`config.mk`:
```
export PLATFORM = sky130hd
export DESIGN_NAME = alu_req_arbiter
export DESIGN_NICKNAME = d
export VERILOG_FILES = /design/src/rtl/alu_pkg.sv /design/src/rtl/rr_pick.sv /design/src/rtl/alu_req_arbiter.sv
export SDC_FILE = /design/constraint.sdc
export NUM_CORES = 1
export LEC_CHECK = 0
export BUFFER_PORTS_ARGS = -buffer_cell sky130_fd_sc_hd__buf_2
export CAP_MARGIN = 25
export CORE_MARGIN = 3
export CORE_UTILIZATION = 47
export CTS_BUF_LIST = sky130_fd_sc_hd__clkbuf_4 sky130_fd_sc_hd__clkbuf_8 sky130_fd_sc_hd__clkbuf_16
export DETAILED_ROUTE_END_ITERATION = 8
export GPL_TIMING_DRIVEN = 0
export PLACE_DENSITY_LB_ADDON = 0.15
export REMOVE_ABC_BUFFERS = 1
export SYNTH_ARGS = -nofsm -noshare
export SYNTH_HDL_FRONTEND = slang
export SYNTH_SLANG_ARGS = --single-unit
```
`constraint.sdc`:
```
create_clock -name clk -period 5.16 [get_ports clk]
set_clock_uncertainty 0.1 [all_clocks]
set_input_delay 1.032 -clock clk [delete_from_list [all_inputs] [get_ports clk]]
set_output_delay 1.032 -clock clk [all_outputs]
set_load 0.02 [all_outputs]
```
`src/rtl/alu_pkg.sv`:
```
// Shared ALU definitions: opcode values, field widths, arbiter state
// encoding and the carry-producing opcode test.
package alu_pkg;

  localparam int ALU_OP_W    = 4;
  localparam int ALU_SHIFT_W = 5;

  localparam logic [ALU_OP_W-1:0] ADD   = 4'd0;
  localparam logic [ALU_OP_W-1:0] SUB   = 4'd1;
  localparam logic [ALU_OP_W-1:0] AND   = 4'd2;
  localparam logic [ALU_OP_W-1:0] OR    = 4'd3;
  localparam logic [ALU_OP_W-1:0] XNOR  = 4'd4;
  localparam logic [ALU_OP_W-1:0] SGT   = 4'd5;
  localparam logic [ALU_OP_W-1:0] MIN   = 4'd6;
  localparam logic [ALU_OP_W-1:0] ROR   = 4'd7;
  localparam logic [ALU_OP_W-1:0] SNE   = 4'd8;
  localparam logic [ALU_OP_W-1:0] PASSB = 4'd9;

  typedef enum logic [1:0] {
    IDLE = 2'd0,
    EXEC = 2'd1,
    RESP = 2'd2
  } arb_state_e;

  function automatic logic is_carry_op(input logic [ALU_OP_W-1:0] opcode);
    return (opcode == ADD) || (opcode == SUB);
  endfunction

endpackage

```
`src/rtl/rr_pick.sv`:
```
// Combinational round-robin picker: first valid index at or after ptr,
// wrapping modulo N. Outputs a one-hot grant, its index and an any flag.
module rr_pick #(
  parameter int N  = 4,
  parameter int IW = 2
) (
  input  logic [N-1:0]  valid,
  input  logic [IW-1:0] ptr,
  output logic [N-1:0]  grant,
  output logic [IW-1:0] idx,
  output logic          any
);

  // Upper pass covers [ptr, N-1]; the lower pass only fires when that is
  // empty and then yields the lowest valid index, i.e. the wrapped search.
  always_comb begin
    grant = '0;
    idx   = '0;
    any   = 1'b0;
    for (int unsigned i = 0; i < N; i++) begin
      if (!any && valid[i] && (IW'(i) >= ptr)) begin
        any      = 1'b1;
        grant[i] = 1'b1;
        idx      = IW'(i);
      end
    end
    for (int unsigned i = 0; i < N; i++) begin
      if (!any && valid[i]) begin
        any      = 1'b1;
        grant[i] = 1'b1;
        idx      = IW'(i);
      end
    end
  end

endmodule

```
`src/rtl/alu_req_arbiter.sv`:
```
// Round-robin arbiter sharing one external ALU between NREQ requesters.
// Define ALU_ARB_OVERLAP_EN to re-grant straight from RESP on response accept.
module alu_req_arbiter
  import alu_pkg::*;
#(
  parameter int NREQ   = 4,
  parameter int WIDTH  = 8,
  parameter int IDW    = 2,
  parameter int MAX_OP = 9
) (
  input  logic                        clk,
  input  logic                        rst,
  input  logic [NREQ-1:0]             req_valid,
  output logic [NREQ-1:0]             req_ready,
  input  logic [ALU_OP_W*NREQ-1:0]    req_opcode,
  input  logic [WIDTH*NREQ-1:0]       req_a,
  input  logic [WIDTH*NREQ-1:0]       req_b,
  input  logic [ALU_SHIFT_W*NREQ-1:0] req_shift,
  output logic [ALU_OP_W-1:0]         alu_opcode,
  output logic [WIDTH-1:0]            alu_in1,
  output logic [WIDTH-1:0]            alu_in2,
  output logic [ALU_SHIFT_W-1:0]      alu_shift,
  input  logic [WIDTH-1:0]            alu_result,
  input  logic                        alu_carry,
  output logic                        rsp_valid,
  input  logic                        rsp_ready,
  output logic [WIDTH-1:0]            rsp_data,
  output logic                        rsp_carry,
  output logic                        rsp_err,
  output logic [IDW-1:0]              rsp_id,
  output logic                        busy
);

  arb_state_e             state_q, state_d;
  logic [IDW-1:0]         rr_ptr_q, rr_ptr_d;
  logic [IDW-1:0]         id_q, id_d;
  logic [ALU_OP_W-1:0]    alu_opcode_q, alu_opcode_d;
  logic [WIDTH-1:0]       alu_in1_q, alu_in1_d;
  logic [WIDTH-1:0]       alu_in2_q, alu_in2_d;
  logic [ALU_SHIFT_W-1:0] alu_shift_q, alu_shift_d;
  logic [WIDTH-1:0]       rsp_data_q, rsp_data_d;
  logic                   rsp_carry_q, rsp_carry_d;
  logic                   rsp_err_q, rsp_err_d;

  logic [IDW-1:0]  id_inc;
  logic [IDW-1:0]  pick_ptr;
  logic [NREQ-1:0] pick_grant;
  logic [IDW-1:0]  pick_idx;
  logic            pick_any;
  logic            grant_en;
  logic            illegal_op;

  always_comb begin
    id_inc = (id_q == IDW'(NREQ - 1)) ? '0 : id_q + IDW'(1);
`ifdef ALU_ARB_OVERLAP_EN
    // In RESP the search starts from the pointer value being committed now.
    pick_ptr = (state_q == RESP) ? id_inc : rr_ptr_q;
`else
    pick_ptr = rr_ptr_q;
`endif
  end

  rr_pick #(
    .N  (NREQ),
    .IW (IDW)
  ) u_rr_pick (
    .valid (req_valid),
    .ptr   (pick_ptr),
    .grant (pick_grant),
    .idx   (pick_idx),
    .any   (pick_any)
  );

  always_comb begin
    illegal_op   = (alu_opcode_q > ALU_OP_W'(MAX_OP));
    state_d      = state_q;
    rr_ptr_d     = rr_ptr_q;
    id_d         = id_q;
    alu_opcode_d = alu_opcode_q;
    alu_in1_d    = alu_in1_q;
    alu_in2_d    = alu_in2_q;
    alu_shift_d  = alu_shift_q;
    rsp_data_d   = rsp_data_q;
    rsp_carry_d  = rsp_carry_q;
    rsp_err_d    = rsp_err_q;
    grant_en     = 1'b0;

    case (state_q)
      IDLE: begin
        if (pick_any) grant_en = 1'b1;
      end
      EXEC: begin
        rsp_err_d   = illegal_op;
        rsp_data_d  = illegal_op ? '0 : alu_result;
        rsp_carry_d = !illegal_op && is_carry_op(alu_opcode_q) && alu_carry;
        state_d     = RESP;
      end
      RESP: begin
        if (rsp_ready) begin
          rr_ptr_d = id_inc;
          state_d  = IDLE;
`ifdef ALU_ARB_OVERLAP_EN
          if (pick_any) grant_en = 1'b1;
`endif
        end
      end
      default: state_d = IDLE;
    endcase

    if (grant_en) begin
      state_d = EXEC;
      id_d    = pick_idx;
      for (int unsigned i = 0; i < NREQ; i++) begin
        if (pick_grant[i]) begin
          alu_opcode_d = req_opcode[i*ALU_OP_W +: ALU_OP_W];
          alu_in1_d    = req_a[i*WIDTH +: WIDTH];
          alu_in2_d    = req_b[i*WIDTH +: WIDTH];
          alu_shift_d  = req_shift[i*ALU_SHIFT_W +: ALU_SHIFT_W];
        end
      end
    end
  end

  always_ff @(posedge clk or posedge rst) begin
    if (rst) begin
      state_q      <= IDLE;
      rr_ptr_q     <= '0;
      id_q         <= '0;
      alu_opcode_q <= '0;
      alu_in1_q    <= '0;
      alu_in2_q    <= '0;
      alu_shift_q  <= '0;
      rsp_data_q   <= '0;
      rsp_carry_q  <= 1'b0;
      rsp_err_q    <= 1'b0;
    end else begin
      state_q      <= state_d;
      rr_ptr_q     <= rr_ptr_d;
      id_q         <= id_d;
      alu_opcode_q <= alu_opcode_d;
      alu_in1_q    <= alu_in1_d;
      alu_in2_q    <= alu_in2_d;
      alu_shift_q  <= alu_shift_d;
      rsp_data_q   <= rsp_data_d;
      rsp_carry_q  <= rsp_carry_d;
      rsp_err_q    <= rsp_err_d;
    end
  end

  assign req_ready  = (grant_en && !rst) ? pick_grant : '0;
  assign alu_opcode = alu_opcode_q;
  assign alu_in1    = alu_in1_q;
  assign alu_in2    = alu_in2_q;
  assign alu_shift  = alu_shift_q;
  assign rsp_valid  = (state_q == RESP);
  assign rsp_data   = rsp_data_q;
  assign rsp_carry  = rsp_carry_q;
  assign rsp_err    = rsp_err_q;
  assign rsp_id     = id_q;
  assign busy       = (state_q != IDLE);

endmodule
```
==> summary.md <==
| Metric | Value |
|---|---|
| Largest area contributor in the synthesized netlist | dfrtp_1 |
| FF+latch count, synth | about 40 |
| Leakage | 1.64 nW |
| Die X | 80.4 microns |
| Switching Share | 0.495 |
| Hold WC Path Type | flop to flop |
| Crit-path leading delay family | compound AO/OA/AOI/OAI gates |
| Vias | 3100 |
| Clock-pin slew on the worst setup and hold paths | approximately 0.080 ns |
| # diodes | 0 |
| Worst hold start | rsp_carry |
| Cell area after layout | around 3500 sq um |
| Setup Fix Bufs, Post-CTS | 0 |
| Flop pwr share | 0.289 |
| Largest cells by area after synthesis | dfrtp_1, a21oi_1, a311o_1 |
| CTS Buf Count | 5 |
| R2r setup slk | about 2.3 ns |
| Post-synth ARST share | 1.00 |
| Synthesized area | 2600 sq um |
| Hold Path Sink | rsp_carry |
| FILL cells | roughly 480 |
| P&R area growth vs syn | 32.8% |
| Overall Global Routing Usage | 0.269 |
| Root Buffer | clkbuf_8 |
| CTS resizes | 0 |
| # IOs | 159 |
| Arr. time, crit path | 3.01 ns |
| Reg2reg end | alu_in2[7] |
| Clock Latency Late Sink | between 0.2 and 0.3 ns |
| PwrDens | 589 nW/um^2 |
| Ys Warns | 0 |
| Internal Power | around 1.0 mW |
| Post-synthesis cell count | 313 |
| Critical Path RT | 4.03 ns |
| Die Y | 80.4 microns |
| Peak supply drop | 264 uV |
| Clock Sinks | 41 |
| Initial drt markers | between 150 and 200 |
| Starting Density | 0.496 |
| Seq/Total Area, Yosys | 0.395 |
| Synth Area per Inst | between 8 and 9 sq um |
| Initial antenna violation count | 0 |
| Vias per Instance | a little under 6 |
| Comb pwr share | 0.610 |
| Min cycle time layout | 4.14 ns |
| H-tree depth | 2 |
| Switch Pwr | 1.01 mW |
| CP Capture Type | output pin |
| Port Buffer Count | 158 |
| Share of cells above drive strength 1 | 0.399 |
| Residual DRC | 0 |
| FP Rows | 26 |
| Tcrit/Tclk final | 0.803 |
| Overflow left after global routing | 0 |
| CP startpoint kind | input port |
| DRT Wirelength | ~9000 microns |
| Reg2reg path depth | 6 |
| Slew Viols, Final | 0 |
| Most common cell in the netlist | a21oi_1 |
| Final Hold Viols | 0 |
| Drt wl/cell | 17.3 microns |
| WP buf/inv | 2 |
| CP cell instances | buf_2 > nand2b_1 > a221oi_4 > nand2b_1 > nor3_1 > buf_2 |
| Routed Antenna Nets | 0 |
| Clock power share | 0.102 |
| Placement-stage cell area | 3340 sq um |
| TritonRoute pass-1 iters | 5 |
| Slew @ Worst Pin | roughly 1.1 ns |
| Max_cap viols | 0 |
| Number of synthesized flops with an enable pin | 0 |
| Slowest stage delay, CP | 0.95 ns |
| Largest net degree at the start of global routing | 49 |
| CTS Buffer Depth | 2 |
| RSZ-0062 raised after global routing | no |
| DP Wirelength | 6210 microns |
| Area of the multi-input gates | 1380 sq um |
| Crit-path slowest cell | a221oi_4 |
| RD Place Congestion | around 0.87 |
| Worst r2r src | pick_ptr[0] |
| Main flop type after synthesis | dfrtp_1 |
| Core area | roughly 5200 sq um |
| Die area | between 6000 and 7000 sq um |
| Hold-fix buffers at CTS | 0 |
| Kind of critical path | input port to output pin |
| Max Fanout on Critical Path | 25 |
| Netlist cell types | 37 |
| Max_slew headroom | 0.233 |
| Storage cell area | 1030 sq um |
| CTS tree | yes |
| Vias in the first global route | 2792 |
| Hold Crit Depth | 2 |
| Hold_ws | 0.379 ns |
| First-pass GRT wire length | 13800 microns |
| Final setup fails | 0 |
| Yosys top cell area share | 0.395 |
| Fmax | 0.241 GHz |
| Status | finished clean |
| Nets | 567 |
| Post-synth top cells | a21oi_1, dfrtp_1, nor2_1 |
## power groups by stage
stage                     Combinational, mW  Clock (mW)  Sequential [mW]
after floorplan                       0.629           0            0.747
after CTS                              1.22       0.210            0.584
final                                  1.24       0.206            0.587
after global routing                   1.35       0.226            0.604
after global placement                 1.17           0            0.580
after detailed placement               1.21           0            0.587
## logic make-up (layout without fill, tap and decap cells)
family | count (synthesis) | after routing | synth area share
flip-flops | 41 | 41 | 0.395
AND/OR/NAND/NOR | 102 | 102 | 0.186
adder cells (fa/ha/maj) | 1 | 1 | 0.00481
buffers and inverters | 42 | 180 | 0.0794
multiplexers | 1 | 1 | 0.00433
AO/OA/AOI/OAI | 126 | 126 | 0.331
## metal layers
| layer | up-vias | routed length (microns) | track usage | part of all wire |
|---|---|---|---|---|
| li1 | 1435 | - | - | - |
| met1 | 1462 | 3440 | 0.337 | 0.38 |
| met2 | 185 | 4460 | 0.453 | 0.49 |
| met3 | 18 | 928 | 0.0673 | 0.10 |
| met4 | 0 | 187 | 0.0878 | 0.021 |
| met5 | - | 0 | 0 | 0 |
## cell type report
cell class	instances	area share
clock buffers	5	0.0199
clock inverters	3	0.00508
inverters	11	0.0120
multi-input cells	230	0.399
flip-flops and latches	41	0.297
well taps	70	0.0254
repair buffers	161	0.241
## registers in the layout, indices dropped and copies added (netlist names)
| register | count |
|---|---|
| rsp_carry | 1 |
| alu_opcode | 4 |
| rsp_id | 2 |
| alu_in2 | 8 |
| alu_in1 | 8 |
| state_q | 2 |
| pick_ptr | 2 |
| rsp_data | 8 |
| rsp_err | 1 |
| alu_shift | 5 |
## worst reg2reg max path: stages (launching register included)
cell and delay (ns):
dfrtp_1 0.47, nand2b_1 0.23, a221oi_4 0.95, nand2b_1 0.46
buf_8 0.24, a311o_1 0.22, a21oi_1 0.07
## how the worst max path moves through the flow
stage,startpoint,to,slack [ns],cells past startpoint
floorplan,req_valid[1],req_ready[1],1.26,2
global placement,req_valid[1],alu_opcode[2],-0.35,5
detailed placement,req_valid[0],req_ready[2],0.55,6
CTS,req_valid[0],req_ready[2],0.53,6
global route,req_valid[0],req_ready[2],0.90,6
finish,req_valid[0],req_ready[2],1.02,6
## cell usage in the layout, fill, tap and decap left out, drive strengths merged
master,Yosys,layout
buf,20,161
a21oi,54,54
dfrtp,41,41
nor2,32,32
nor3,27,27
o21ai,25,25
nand3,23,23
a311o,23,23
inv,11,11
a22o,8,8
nand2,7,7
nand2b,6,6
clkbuf,11,5
a31oi,3,3
o41ai,3,3
o31ai,3,3
and3,2,2
a211oi,2,2
and2,2,2
clkinv,0,2
nor2b,1,1
o21a,1,1
a21o,1,1
a221oi,1,1
o221ai,1,1
o221a,1,1
or2,1,1
mux2,1,1
nor4,1,1
ha,1,1
clkinvlp,0,1
## metrics by stage
| step | total power, mW | utilization | instances | setup slack (ns) | setup TNS (ns) |
|---|---|---|---|---|---|
| floorplan | 1.38 | - | 282 | 1.26 | 0 |
| global placement | 1.75 | 0.632 | 510 | -0.348 | -3.64 |
| detailed placement | 1.80 | 0.637 | 511 | 0.547 | 0 |
| CTS | 2.01 | 0.654 | 519 | 0.532 | 0 |
| global route | 2.18 | 0.659 | 521 | 0.898 | 0 |
| finish | 2.03 | 0.659 | 521 | 1.02 | 0 |
No activity file was read; power rests on OpenSTA's default activity.
